### src/rtl/pcs_tx_sequencer.sv
// pcs_tx_sequencer: GMII-style frame source for the pcs transmit path.
// Emits preamble, SFD, an incrementing payload and a fixed inter-packet gap.
// Frames launch only while the receive synchronizer reports lock.
// Losing lock mid-frame cuts the frame but still enforces the full gap.
module pcs_tx_sequencer #(
    parameter int PREAMBLE_LEN = 7,
    parameter int IPG_LEN      = 12
) (
    input  logic       clk,
    input  logic       RESET,
    input  logic       start,
    input  logic [7:0] frame_len,
    input  logic [7:0] seed,
    input  logic       force_err,
    input  logic       code_status,
    output logic       tx_en,
    output logic       tx_er,
    output logic [7:0] txd,
    output logic       busy,
    output logic       done,
    output logic       aborted
);

    localparam logic [7:0] PRE_LAST = 8'(PREAMBLE_LEN - 1);
    localparam logic [7:0] IPG_LAST = 8'(IPG_LEN - 1);

    typedef enum logic [2:0] {
        ST_IDLE     = 3'd0,
        ST_PREAMBLE = 3'd1,
        ST_SFD      = 3'd2,
        ST_DATA     = 3'd3,
        ST_IPG      = 3'd4
    } state_t;

    state_t     state_r;
    logic [7:0] cnt_r;
    logic [7:0] byte_val_r;
    logic [7:0] len_r;
    logic       err_r;
    logic       frame_ok_r;

    logic       accept_s;
    logic       abort_s;
    logic       last_data_s;
    logic       next_last_s;

    // A request is taken only with lock and a non-empty payload.
    assign accept_s = start && code_status && (frame_len != 8'h00);

    // Lock loss cuts the frame in any transmitting state; the gap ignores it.
    assign abort_s = !code_status &&
                     ((state_r == ST_PREAMBLE) || (state_r == ST_SFD) || (state_r == ST_DATA));

    // Byte position within the payload: current byte is last / next byte is last.
    assign last_data_s = (cnt_r == (len_r - 8'd1));
    assign next_last_s = ((cnt_r + 8'd1) == (len_r - 8'd1));

    // Frame sequencing; every output is loaded with the value for the next cycle.
    always_ff @(posedge clk) begin
        if (RESET) begin
            state_r    <= ST_IDLE;
            cnt_r      <= 8'h00;
            byte_val_r <= 8'h00;
            len_r      <= 8'h00;
            err_r      <= 1'b0;
            frame_ok_r <= 1'b0;
            tx_en      <= 1'b0;
            tx_er      <= 1'b0;
            txd        <= 8'h00;
            busy       <= 1'b0;
            done       <= 1'b0;
            aborted    <= 1'b0;
        end else begin
            done    <= 1'b0;
            aborted <= 1'b0;
            if (abort_s) begin
                state_r    <= ST_IPG;
                cnt_r      <= 8'h00;
                frame_ok_r <= 1'b0;
                tx_en      <= 1'b0;
                tx_er      <= 1'b0;
                txd        <= 8'h00;
                busy       <= 1'b1;
                aborted    <= 1'b1;
            end else begin
                case (state_r)
                    ST_IDLE: begin
                        if (accept_s) begin
                            state_r    <= ST_PREAMBLE;
                            cnt_r      <= 8'h00;
                            len_r      <= frame_len;
                            byte_val_r <= seed;
                            err_r      <= force_err;
                            frame_ok_r <= 1'b0;
                            tx_en      <= 1'b1;
                            tx_er      <= 1'b0;
                            txd        <= 8'h55;
                            busy       <= 1'b1;
                        end else begin
                            tx_en <= 1'b0;
                            tx_er <= 1'b0;
                            txd   <= 8'h00;
                            busy  <= 1'b0;
                        end
                    end
                    ST_PREAMBLE: begin
                        if (cnt_r == PRE_LAST) begin
                            state_r <= ST_SFD;
                            cnt_r   <= 8'h00;
                            txd     <= 8'hD5;
                        end else begin
                            cnt_r <= cnt_r + 8'd1;
                            txd   <= 8'h55;
                        end
                    end
                    ST_SFD: begin
                        state_r    <= ST_DATA;
                        cnt_r      <= 8'h00;
                        txd        <= byte_val_r;
                        tx_er      <= err_r && (len_r == 8'd1);
                        byte_val_r <= byte_val_r + 8'd1;
                    end
                    ST_DATA: begin
                        if (last_data_s) begin
                            state_r    <= ST_IPG;
                            cnt_r      <= 8'h00;
                            frame_ok_r <= 1'b1;
                            tx_en      <= 1'b0;
                            tx_er      <= 1'b0;
                            txd        <= 8'h00;
                        end else begin
                            cnt_r      <= cnt_r + 8'd1;
                            txd        <= byte_val_r;
                            tx_er      <= err_r && next_last_s;
                            byte_val_r <= byte_val_r + 8'd1;
                        end
                    end
                    ST_IPG: begin
                        if (cnt_r == IPG_LAST) begin
                            state_r <= ST_IDLE;
                            cnt_r   <= 8'h00;
                            busy    <= 1'b0;
                            done    <= frame_ok_r;
                        end else begin
                            cnt_r <= cnt_r + 8'd1;
                        end
                    end
                    default: begin
                        state_r <= ST_IDLE;
                        cnt_r   <= 8'h00;
                        tx_en   <= 1'b0;
                        tx_er   <= 1'b0;
                        txd     <= 8'h00;
                        busy    <= 1'b0;
                    end
                endcase
            end
        end
    end

endmodule

### config.mk
export PLATFORM = sky130hd
export DESIGN_NAME = pcs_tx_sequencer
export DESIGN_NICKNAME = d
export VERILOG_FILES = /design/src/rtl/pcs_tx_sequencer.sv
export SDC_FILE = /design/constraint.sdc
export NUM_CORES = 1
export LEC_CHECK = 0
export ABC_AREA = 1
export CAP_MARGIN = 5
export CORE_MARGIN = 3
export CORE_UTILIZATION = 45
export CTS_CLUSTER_SIZE = 24
export DETAILED_ROUTE_END_ITERATION = 6
export PLACE_DENSITY = 0.65
export SYNTH_ARGS = -nofsm -noshare
export SYNTH_HDL_FRONTEND = slang
export SYNTH_SLANG_ARGS = --single-unit
### constraint.sdc
create_clock -name clk -period 3.3 [get_ports clk]
set_clock_uncertainty 0.2 [all_clocks]
set_input_delay 0.33 -clock clk [delete_from_list [all_inputs] [get_ports clk]]
set_output_delay 0.33 -clock clk [all_outputs]
set_load 0.05 [all_outputs]
* Word-level counts from Yosys, hierarchy flattened
Index checks and enable logic that the tools add are counted.
** Operators by class
- Eq/ne operators :: 19
- Bitwise gates (word level) :: 4
- Muxes and demuxes :: 30
- Reductions and logical operators :: 24
- $add $sub $neg :: 3
** Operators with widths (number)
- $mux 8 :: 8
- $pmux 8 s5 :: 1
- $pmux 8 s4 :: 1
- $pmux 8 s3 :: 1
- $add 8x1->8 const B :: 2
- $eq 8x8->1 :: 2
- $mux 3 :: 5
- $pmux 3 s5 :: 1
- $reduce_and 4->1 :: 3
- $ne 3x3->1 const B :: 3
- $pmux 1 s3 :: 3
- $eq 8x1->1 const B :: 1
- $eq 8x3->1 const B :: 1
- $eq 8x4->1 const B :: 1
- $mux 1 :: 8
- $ne 2x2->1 const B :: 4
- $reduce_bool 8->1 :: 1
- $sub 8x1->8 const B :: 1
- $mux 7 :: 1
- $eq 3x2->1 const B :: 2
- $reduce_and 3->1 :: 2
- $reduce_or 3->1 :: 2
- $logic_and 1x1->1 :: 5
- $ne 2x1->1 const B :: 2
- other kinds (13) :: 19
** Storage, ports and cells
- Logic and storage cells :: 93
- Register bits after elaboration :: 42
- Input port bits :: 21

* Longest topological paths before layout
Gate-level depths: netlist of run 1.
- Word-level depth :: 6
- Gate-level depth with buffers :: 16
- Gate-level depth less buffers :: 16

* Worst setup path after synthesis of run 1
OpenSTA, ideal clock, no wires.
- Path kind :: register -> register
- Start :: register len_r[0]
- End :: register txd[2]
- Arrival :: 1676 ps
- Required time :: 2990 ps
- Setup time :: 110 ps
- Period minus slack after synthesis :: 1986 ps
- Path slack :: 1314 ps
- Stages on the path, launching flop included :: 13
- Path through :: dfxtp_1 > inv_2 > ha_1 > xnor2_1 > nor2_1 > nand3_1 > nor2_4 > nand3_4 > buf_6 > nand3_2 > nand4_1 > nand2_1 > inv_1
** On the way
- Word-level cells in the longest chain between the ends :: 4
** Ends and longest elaborated chain
- start: declaration :: RTL line 38 : logic [7:0] len_r;
- start signal: assignment :: RTL line 91 : len_r <= frame_len;
- $sub 8x1->8 :: RTL line 55 : assign last_data_s = (cnt_r == (len_r - 8'd1));
- $eq 8x8->1 :: RTL line 55
- $mux 8 :: RTL line 124 : if (last_data_s) begin
- $pmux 8 s5 :: RTL line 86 : case (state_r)
- end signal: assignment :: RTL line 119 : txd <= byte_val_r;
- end signal: assignment :: RTL line 133 : txd <= byte_val_r;
- end: declaration :: RTL line 18 : output logic [7:0] txd,
No other way between the ends.
A chain may end at the register's enable or synchronous reset.

* Final worst setup path of run 1
- Start :: register len_r[1]
- End :: register txd[7]
Same word-level chain as after synthesis.

==> results of run 1 <==
metal layers:
layer / GRT usage, % / wire [um]
met5: 0 / 0
met4: 5.524 / 97
met3: 4.373 / 351
met1: 29.84 / 3548
met2: 31.32 / 3323
cell families after synthesis:
kind of cell | count (synthesis) | synth area share [%]
AND/OR/NAND/NOR | 261 | 45.25
buffers and inverters | 74 | 10.09
AO/OA/AOI/OAI | 48 | 9.233
flip-flops | 42 | 28.99
XOR/XNOR | 13 | 3.926
adder cells (fa/ha/maj) | 5 | 2.157
multiplexers | 1 | 0.3451
flip-flops by register name, indices dropped and copies added (netlist names):
| signal | count |
|---|---|
| err_r | 1 |
| txd | 8 |
| byte_val_r | 8 |
| aborted | 1 |
| tx_er | 1 |
| state_r | 3 |
| len_r | 8 |
| tx_en | 1 |
| done | 1 |
| frame_ok_r | 1 |
| busy | 1 |
| cnt_r | 8 |
area by class of cell:
| class | instances | area (um^2) |
|---|---|---|
| fillers | 643 | 2715 |
| well taps | 75 | 93.84 |
| flip-flops and latches | 42 | 840.8 |
| inverters | 64 | 240.2 |
| repair buffers | 36 | 352.8 |
| clock buffers | 6 | 72.57 |
| multi-input cells | 328 | 1767 |
| clock inverters | 2 | 13.76 |
metrics by stage:
| step | setup slack [ns] | utilization, % | power, W | hold WS [ns] |
|---|---|---|---|---|
| detailed placement | 0.9388 | 54.04 | 0.001901 | 0.2616 |
| global placement | 1.007 | 54.04 | 0.001894 | 0.2574 |
| CTS | 0.9390 | 55.46 | 0.002242 | 0.2756 |
| global route | 0.6809 | 55.46 | 0.002419 | 0.3080 |
| finish | 0.9415 | 55.46 | 0.002234 | 0.2684 |
| floorplan | 1.314 | - | 0.001620 | 0.1991 |
worst paths after layout:
kind / endpoint / slack (ns) / depth (start not counted)
setup reg to reg: txd[7]$_SDFFE_PP0N_ / 0.94 / 15
hold / removal: err_r$_SDFFE_PP0P_ / 0.27 / 2
hold reg to reg: err_r$_SDFFE_PP0P_ / 0.27 / 2
setup / recovery: txd[7]$_SDFFE_PP0N_ / 0.94 / 15
where the power goes:
group          internal [W]  total (W)  leakage (nW)  switching, W
clock network      0.000149   0.000336        0.0452      0.000187
logic              0.000403    0.00117          1.19      0.000765
registers          0.000612   0.000729         0.343      0.000118
total               0.00116    0.00223          1.58       0.00107
synthesized netlist by cell type (2+ instances only):
master	n	area, um^2
nand2_4	3	33.78
nand2_2	5	31.28
dfxtp_1	42	840.8
nor2_2	5	31.28
nand3_2	10	100.1
nor2_8	2	40.04
nand3_1	55	275.3
xnor2_1	5	43.79
nor2_1	35	131.4
a21oi_1	22	110.1
nand3_4	2	35.03
o21ai_2	2	17.52
inv_1	52	195.2
nor2_4	3	33.78
o21ai_0	18	90.09
xor2_1	8	70.07
ha_1	5	62.56
clkbuf_1	4	15.01
nand4_1	20	125.1
inv_2	12	45.04
nand2_1	118	442.9
buf_2	3	15.01
worst max-delay path, cell delays in order (launching register included):
cell,delay (ns)
dfxtp_1,0.33
inv_1,0.11
ha_1,0.24
nand2_1,0.09
nor2_1,0.13
nand2_1,0.08
nand3_1,0.10
nand2_1,0.09
nor2_4,0.18
nand3_4,0.23
nand2_2,0.19
nand2_2,0.09
nand2_1,0.07
nand2_1,0.04
nand2_1,0.05
inv_1,0.04
==> metrics.csv, run 1 <==
stage;metric;value;unit
status;status;complete, no violations;
drt;route.detailed.drc;0;
clocking;holdBufCountCts;0;
drt;via_per_inst;5.219;
sta;fin_tns_setup;0;ns
global_routing;overflow;0;
die;fp.coreArea;6096;um^2
worst_setup_path;worstPathArrival;2.37;ns
drt;ant_nets;0;
drt;dr_total_vias;2886;
job;maxCapViolations;0;
place;dpl.cell_count;545;
die;die_area;7444;um^2
worst_setup_path;cp.required;3.31;ns
place;dp_hpwl;5610;um
synthesis;synthCells;444;
synthesis;ys_ff_latch;42;
die;die_y;86.28;um
global_routing;grt_use_total;20.69;%
global_routing;first_global_vias;2628;
synthesis;synth_edf_count;0;
synthesis;ys_seq_area_share;28.99;%
min_path;hold_start;err_r$_SDFFE_PP0P_;
sta;fmax;424.0;MHz
global_routing;grt_pass1_wl;12410;um
drt;avgRoutedWirePerCell;13.24;um
place;gp_congestion;0.8732;
clocking;insertion_delay;0.30;ns
worst_setup_path;path_max_fanout;14;
synthesis;synth.avg_cell_area;6.532;um^2
clocking;htree_levels;2;
synthesis;synth_ff_type;dfxtp_1;
final_layout;syn_to_final_growth;16.57;%
clocking;cts_resized;0;
die;io_pins;34;
die;initial_core_util;47.58;%
global_routing;antenna_found_initial;0;
clocking;cts.clk_slew.worst_paths;0.08;ns
pwr;power_density;660.7;nW/um^2
final_layout;mostFrequentLayoutCell;nand2_1;
die;fp.dieW;86.28;um
clocking;post_cts_buffers;0;
worst_setup_path;worst-setup-path-type;flip-flop to flip-flop;
min_path;hold_class;flip-flop to flip-flop;
worst_setup_path;end_kind;flip-flop;
final_layout;final_area;3381;um^2
worst_setup_path;start_kind;flip-flop;
final_layout;stdcell_count;553;
drt;firstDrtPassIters;5;
synthesis;syn_area;2900;um^2
sta;setup_violations;0;
drt;routed_wl;7320;um
sta;rsz0062_at_grt;no;
final_layout;layout-drive-gt1-share;11.92;%
sta;slew_headroom;64.96;%
synthesis;syn_nets;470;
clocking;cts_tree;built;
pwr;ir_drop;0.3943;mV
worst_setup_path;startpoint;len_r[1]$_SDFFE_PP0P_;
clocking;cts_made_buffers;5;
pwr;p_leak;1.576;nW
synthesis;yosysWarnings;0;
clocking;clockBufferDepth;2;
drt;drt-initial-drc-count;171;
sta;fin_crit;2.359;ns
final_layout;layout_common_cells;nand2_1, nand3_1, inv_1;
final_layout;n_antenna_cell;0;
synthesis;ys_types;35;
place;postPlaceCellArea;3294;um^2
global_routing;grt_max_degree;19;
clocking;cts-root-buf;clkbuf_8;
final_layout;nets;503;
clocking;clock-sinks;42;
worst_setup_path;r2r_start;len_r[1]$_SDFFE_PP0P_;
sta;period_share;71.47;%
synthesis;synthArstFlopShare;0;%
place;io_buffers;33;
die;rows;28;
sta;slew_viol_final;0;
sta;worst_pin_slew;0.5250;ns
sta;hold_viol_final;0;
Note: power is estimated with default switching activity, not from simulation.
==> inputs of run 2 (changes only) <==
Clock period 3.3 ns to 2.23 ns, I/O delays scaled along.
==> run 2 against run 1 <==
Compared with the run above: global-route usage grew 1.4 points; routed wire length grew 2.4%; power grew 56%; clock power grew 81%; sequential share of layout area shrank 1.1 points; final cell count grew 2.5%; utilization grew 2.7 points; cell area grew 4.8%; first-iteration DRC count grew 26%; flip-flop and latch count is the same; maximum frequency grew 15%.
==> metrics.csv, run 2 (synthesis results as in run 1) <==
stage;metric;value;unit;change
final_layout;ff_latch_area;842.1;um^2;was 840.8 um^2
clocking;clock-sinks;42;;unchanged
drt;firstDrtPassIters;4;;was 5
die;rows;28;;unchanged
global_routing;grt_pass1_wl;13190;um;was 12410 um
sta;worst_pin_slew;0.5053;ns;was 0.5250 ns
global_routing;antenna_found_initial;0;;unchanged
pwr;p_leak;1.665;nW;was 1.576 nW
final_layout;nFillCells;607;;was 643
clocking;clockBufferDepth;2;;unchanged
place;gp_congestion;0.8579;;was 0.8732
drt;ant_nets;0;;unchanged
worst_setup_path;reg2reg_to;tx_er$_SDFFE_PP0N_;;was txd[7]$_SDFFE_PP0N_
drt;routed_wl;7493;um;was 7320 um
final_layout;multi_input_area;1792;um^2;was 1767 um^2
clocking;post_cts_buffers;0;;unchanged
die;die_y;86.28;um;unchanged
worst_setup_path;startpoint;cnt_r[2]$_SDFFE_PP0N_;;was len_r[1]$_SDFFE_PP0P_
sta;hold_viol_final;0;;unchanged
global_routing;grt_use_total;22.08;%;was 20.69%
final_layout;nets;517;;was 503
worst_setup_path;setup.worst_path.end;tx_er$_SDFFE_PP0N_;;was txd[7]$_SDFFE_PP0N_
status;status;complete, no violations;;unchanged
worst_setup_path;end_kind;flip-flop;;unchanged
pwr;power_density;984.4;nW/um^2;was 660.7 nW/um^2
drt;dr_total_vias;2935;;was 2886
die;initial_core_util;47.58;%;unchanged
sta;holdWs;0.2636;ns;was 0.2684 ns
sta;setup_violations;0;;unchanged
die;fp.coreArea;6096;um^2;unchanged
drt;drt-initial-drc-count;216;;was 171
pwr;ir_drop;0.7158;mV;was 0.3943 mV
sta;slew_viol_final;0;;unchanged
global_routing;overflow;0;;unchanged
clocking;htree_levels;2;;unchanged
clocking;cts.clk_slew.worst_paths;0.08;ns;about the same
final_layout;n_antenna_cell;0;;unchanged
sta;fmax;487.8;MHz;was 424.0 MHz
sta;fin_tns_setup;0;ns;unchanged
final_layout;layout-drive-gt1-share;15.04;%;was 11.92%
drt;route.detailed.drc;0;;unchanged
worst_setup_path;path_max_fanout;9;;was 14
job;maxCapViolations;0;;unchanged
drt;avgRoutedWirePerCell;13.22;um;was 13.24 um
place;dp_hpwl;5882;um;was 5610 um
sta;fin_crit;2.050;ns;was 2.359 ns
worst_setup_path;cp.required;2.26;ns;was 3.31 ns
final_layout;syn_to_final_growth;22.22;%;was 16.57%
clocking;cts_made_buffers;5;;unchanged
place;io_buffers;33;;unchanged
clocking;insertion_delay;0.30;ns;about the same
sta;rsz0062_at_grt;no;;unchanged
global_routing;first_global_vias;2812;;was 2628
die;io_pins;34;;unchanged
worst_setup_path;r2r_start;cnt_r[2]$_SDFFE_PP0N_;;was len_r[1]$_SDFFE_PP0P_
final_layout;mostFrequentLayoutCell;nand2_1;;unchanged
sta;slew_headroom;66.21;%;was 64.96%
sta;period_share;91.93;%;was 71.47%
die;die_area;7444;um^2;unchanged
min_path;hold_class;flip-flop to flip-flop;;unchanged
clocking;cts-root-buf;clkbuf_8;;unchanged
worst_setup_path;worst-setup-path-type;flip-flop to flip-flop;;unchanged
worst_setup_path;start_kind;flip-flop;;unchanged
worst_setup_path;reg2regPathDepth;12;;was 15
drt;via_per_inst;5.176;;was 5.219
global_routing;grt_max_degree;20;;was 19
die;fp.dieW;86.28;um;unchanged
worst_setup_path;worstPathArrival;2.08;ns;was 2.37 ns
worst_setup_path;rrSetupSlack;0.18;ns;was 0.94 ns
clocking;cts_tree;built;;unchanged
final_layout;layout_common_cells;nand2_1, nand3_1, inv_1;;unchanged
[run 2: routing by layer]
metal / GRT usage, % / routed length [um] / up-vias
met5: 0 / 0 / -
met4: 5.099 / 82 / 0
met3: 4.278 / 402 / 9
met2: 34.41 / 3405 / 70
met1: 31.58 / 3603 / 1325
li1: - / - / 1531
[run 2: worst min-delay path by stage]
stage	start	slack [ns]	endpoint	cells after the start
2_1_floorplan	RESET	0.09	byte_val_r[0]$_SDFFE_PP0P_	1
3_3_place_gp	err_r$_SDFFE_PP0P_	0.25	err_r$_SDFFE_PP0P_	2
3_5_place_dp	frame_ok_r$_SDFFE_PP0P_	0.26	frame_ok_r$_SDFFE_PP0P_	2
4_1_cts	frame_ok_r$_SDFFE_PP0P_	0.27	frame_ok_r$_SDFFE_PP0P_	2
5_1_grt	tx_er$_SDFFE_PP0N_	0.29	tx_er$_SDFFE_PP0N_	2
6_report	err_r$_SDFFE_PP0P_	0.26	err_r$_SDFFE_PP0P_	2
[run 2: repair_timing]
item | in CTS | in global routing
resized for setup | 0 | 6
endpoints found under the setup margin | 0 | 27
hold buffers | 0 | 0
[run 2: worst max-delay path, stage by stage (launching register included)]
cell and delay, ns:
dfxtp_1 0.53, nand3_1 0.14, nor2_1 0.27, nand2_1 0.08, nand2_1 0.08, nand2_1 0.08
nand2_1 0.06, nand2_1 0.05, nor2_1 0.10, nand3_1 0.13, nand2_1 0.10, nand2_1 0.05
a21oi_1 0.11
[run 2: through the flow]
stage	cell area, um^2	cells	setup WS, ns	util, %	total power (W)
detailed placement	3412	559	0.08366	55.97	0.002864
global route	3545	567	0.01340	58.15	0.003781
CTS	3518	567	0.06732	57.72	0.003475
finish	3545	567	0.1800	58.15	0.003489
global placement	3412	559	0.1593	55.97	0.002846
floorplan	2900	444	0.2445	-	0.002397
[run 2: layout make-up]
class	instances	area share, %
sequential	42	23.76
clock inverter	1	0.8472
clock buffer	7	2.153
tap	75	2.647
timing repair buffer	50	13.27
inverter	64	6.777
multi-input combinational	328	50.55
[run 2: where the power goes]
part           internal, W  leakage [nW]  switching (W)
Clock             0.000335        0.0524       0.000273
Combinational     0.000656          1.27        0.00115
Sequential        0.000906         0.343       0.000166
==> inputs of run 3 (changes only) <==
Clock period 2.23 ns to 2.1 ns, I/O delays scaled along.
==> run 3 against run 2 <==
Compared with the run above: critical path depth is 2 higher; utilization is 2.6 points higher; count of clock-buffer cells in the layout is 1 lower; flip-flop and latch count stayed put; global-route usage is 0.088 points lower; die area stayed put; largest cell class unchanged; largest power group unchanged.
==> metrics.csv, run 3 (synthesis results as in run 1) <==
stage;metric;value;unit;change
final_layout;nFillCells;594;;was 607
final_layout;n_antenna_cell;0;;unchanged
clocking;clockBufferDepth;2;;unchanged
die;die_y;86.28;um;unchanged
clocking;insertion_delay;0.30;ns;about the same
sta;worst_pin_slew;0.5053;ns;about the same
worst_setup_path;crit_buf_inv;4;;was 0
worst_setup_path;rrSetupSlack;0.06;ns;was 0.18 ns
sta;slew_headroom;66.21;%;about the same
worst_setup_path;crit_family;simple AND/OR/NAND/NOR gates;;unchanged
worst_setup_path;critPathMostFrequentCell;nand2_1;;unchanged
final_layout;syn_to_final_growth;27.65;%;was 22.22%
job;maxCapViolations;0;;unchanged
worst_setup_path;worstPathArrival;2.05;ns;was 2.08 ns
drt;routed_wl;7846;um;was 7493 um
worst_setup_path;reg2regPathDepth;14;;was 12
global_routing;antenna_found_initial;0;;unchanged
min_path;hold_start;frame_ok_r$_SDFFE_PP0P_;;was err_r$_SDFFE_PP0P_
worst_setup_path;cp.required;2.10;ns;was 2.26 ns
clocking;cts_made_buffers;5;;unchanged
final_layout;layout_common_cells;nand2_1, inv_1, nand3_1;;was nand2_1, nand3_1, inv_1
worst_setup_path;r2r_start;len_r[1]$_SDFFE_PP0P_;;was cnt_r[2]$_SDFFE_PP0N_
sta;period_share;97.32;%;was 91.93%
drt;drt-initial-drc-count;253;;was 216
clocking;cts.clk_slew.worst_paths;0.08;ns;about the same
sta;rsz0062_at_grt;yes;;was no
clocking;cts-root-buf;clkbuf_8;;unchanged
status;status;complete, no violations;;unchanged
final_layout;layout-drive-gt1-share;21.43;%;was 15.04%
drt;ant_nets;0;;unchanged
final_layout;multi_input_area;1849;um^2;was 1792 um^2
drt;avgRoutedWirePerCell;13.55;um;was 13.22 um
pwr;ir_drop;0.6155;mV;was 0.7158 mV
worst_setup_path;end_kind;flip-flop;;unchanged
drt;firstDrtPassIters;5;;was 4
worst_setup_path;start_kind;flip-flop;;unchanged
drt;dr_total_vias;3033;;was 2935
sta;setup_violations;0;;unchanged
final_layout;nets;529;;was 517
clocking;htree_levels;2;;unchanged
worst_setup_path;worst-setup-path-type;flip-flop to flip-flop;;unchanged
global_routing;first_global_vias;2810;;was 2812
sta;fmax;489.3;MHz;was 487.8 MHz
pwr;power_density;1008;nW/um^2;was 984.4 nW/um^2
sta;fin_tns_setup;0;ns;unchanged
global_routing;grt_pass1_wl;13220;um;was 13190 um
place;io_buffers;33;;unchanged
clocking;clock-sinks;42;;unchanged
die;io_pins;34;;unchanged
die;initial_core_util;47.58;%;unchanged
sta;worst_slack;0.05630;ns;was 0.1800 ns
min_path;min_to;frame_ok_r$_SDFFE_PP0P_;;was err_r$_SDFFE_PP0P_
die;fp.dieW;86.28;um;unchanged
worst_setup_path;crit_chain;inv_2, buf_4, buf_4, nand3_1, nand3_2, nand3_4, nor2_8, nand3_4, nand2_2, nand2_2, nand2_1, nand2_1, nand2_1, inv_1;;was nand3_1, nor2_1, nand2_1, nand2_1, nand2_1, nand2_1, nand2_1, nor2_1, nand3_1, nand2_1, nand2_1, a21oi_1
die;rows;28;;unchanged
min_path;hold_depth;2;;unchanged
worst_setup_path;reg2reg_to;txd[7]$_SDFFE_PP0N_;;was tx_er$_SDFFE_PP0N_
global_routing;grt_max_degree;20;;unchanged
global_routing;grt_use_total;21.99;%;was 22.08%
place;dp_hpwl;5906;um;was 5882 um
place;gp_congestion;0.8893;;was 0.8579
worst_setup_path;path_max_fanout;6;;was 9
sta;hold_viol_final;0;;unchanged
worst_setup_path;worst_path_max_delay_cell;dfxtp_2;;was dfxtp_1
place;post-place-ws;-0.009657;ns;was 0.08366 ns
min_path;hold_class;flip-flop to flip-flop;;unchanged
global_routing;overflow;0;;unchanged
worst_setup_path;critPathMaxStageDelay;0.33;ns;was 0.53 ns
pwr;p_leak;1.738;nW;was 1.665 nW
final_layout;mostFrequentLayoutCell;nand2_1;;unchanged
final_layout;ff_latch_area;854.6;um^2;was 842.1 um^2
drt;route.detailed.drc;0;;unchanged
sta;slew_viol_final;0;;unchanged
die;fp.coreArea;6096;um^2;unchanged
drt;via_per_inst;5.238;;was 5.176
sta;fin_crit;2.044;ns;was 2.050 ns
clocking;cts_tree;built;;unchanged
die;die_area;7444;um^2;unchanged
run 3: cell count changes in the layout (fill, tap and decap cells not counted), sizes merged:
cell | before | now
clkinv | 0 | 2
buf | 17 | 28
bufinv | 1 | 0
run 3: per-stage QoR:
| stage | cells | hold slack (ns) | cell area, um^2 | util [%] | total power [W] |
|---|---|---|---|---|---|
| 2_1_floorplan | 444 | 0.07907 | 2900 | - | 0.002545 |
| 3_3_place_gp | 565 | 0.2554 | 3457 | 56.71 | 0.003054 |
| 3_5_place_dp | 565 | 0.2577 | 3457 | 56.71 | 0.003071 |
| 4_1_cts | 573 | 0.2711 | 3548 | 58.21 | 0.003613 |
| 5_1_grt | 579 | 0.3159 | 3702 | 60.73 | 0.004034 |
| 6_report | 579 | 0.2730 | 3702 | 60.73 | 0.003733 |
run 3: tightest hold or removal path, delay by kind of cell, from the launching register on:
family             cells  cell delay [ns]
AOI/OAI and AO/OA      1             0.06
and+or+nand+nor        1             0.06
DFF                    1             0.32
run 3: worst max path at each step:
stage                                to                  start  cells past startpoint  slack [ns]
floorplan           txd[2]$_SDFFE_PP0N_  len_r[0]$_SDFFE_PP0P_                     12        0.11
detailed placement  txd[4]$_SDFFE_PP0N_  len_r[1]$_SDFFE_PP0P_                     14       -0.01
finish              txd[7]$_SDFFE_PP0N_  len_r[1]$_SDFFE_PP0P_                     14        0.06
global route        txd[4]$_SDFFE_PP0N_  len_r[1]$_SDFFE_PP0P_                     12        -0.1
CTS                 txd[4]$_SDFFE_PP0N_  len_r[1]$_SDFFE_PP0P_                     14        0.02
global placement    txd[0]$_SDFFE_PP0N_  len_r[1]$_SDFFE_PP0P_                     14        0.05
run 3: layout make-up:
class / instances / share of cell area (%)
clock buffers: 6 / 1.960
clock inverters: 2 / 0.3717
inverters: 64 / 6.489
multi-input cells: 328 / 49.95
flip-flops and latches: 42 / 23.08
well taps: 75 / 2.535
repair buffers: 62 / 15.61
run 3: power by group:
| group | switching (W) | internal [W] |
|---|---|---|
| registers | 0.000181 | 0.000971 |
| clock network | 0.000290 | 0.000235 |
| logic | 0.00129 | 0.000761 |
| total | 0.00177 | 0.00197 |
run 3: timing repair:
action | 4_1_cts | 5_1_grt
hold buffers | 0 | 0
setup buffers | 0 | 5
cloned | 0 | 1
resized for setup | 2 | 28
pin swaps | 0 | 9
setup endpoints to repair | 16 | 30
run 3: routing by layer:
layer | up-vias | track usage [%] | part of all wire [%]
li1 | 1570 | - | -
met1 | 1354 | 32.01 | 48
met2 | 96 | 33.29 | 45
met3 | 13 | 3.517 | 5.7
met4 | 0 | 6.799 | 1.2
met5 | - | 0 | 0
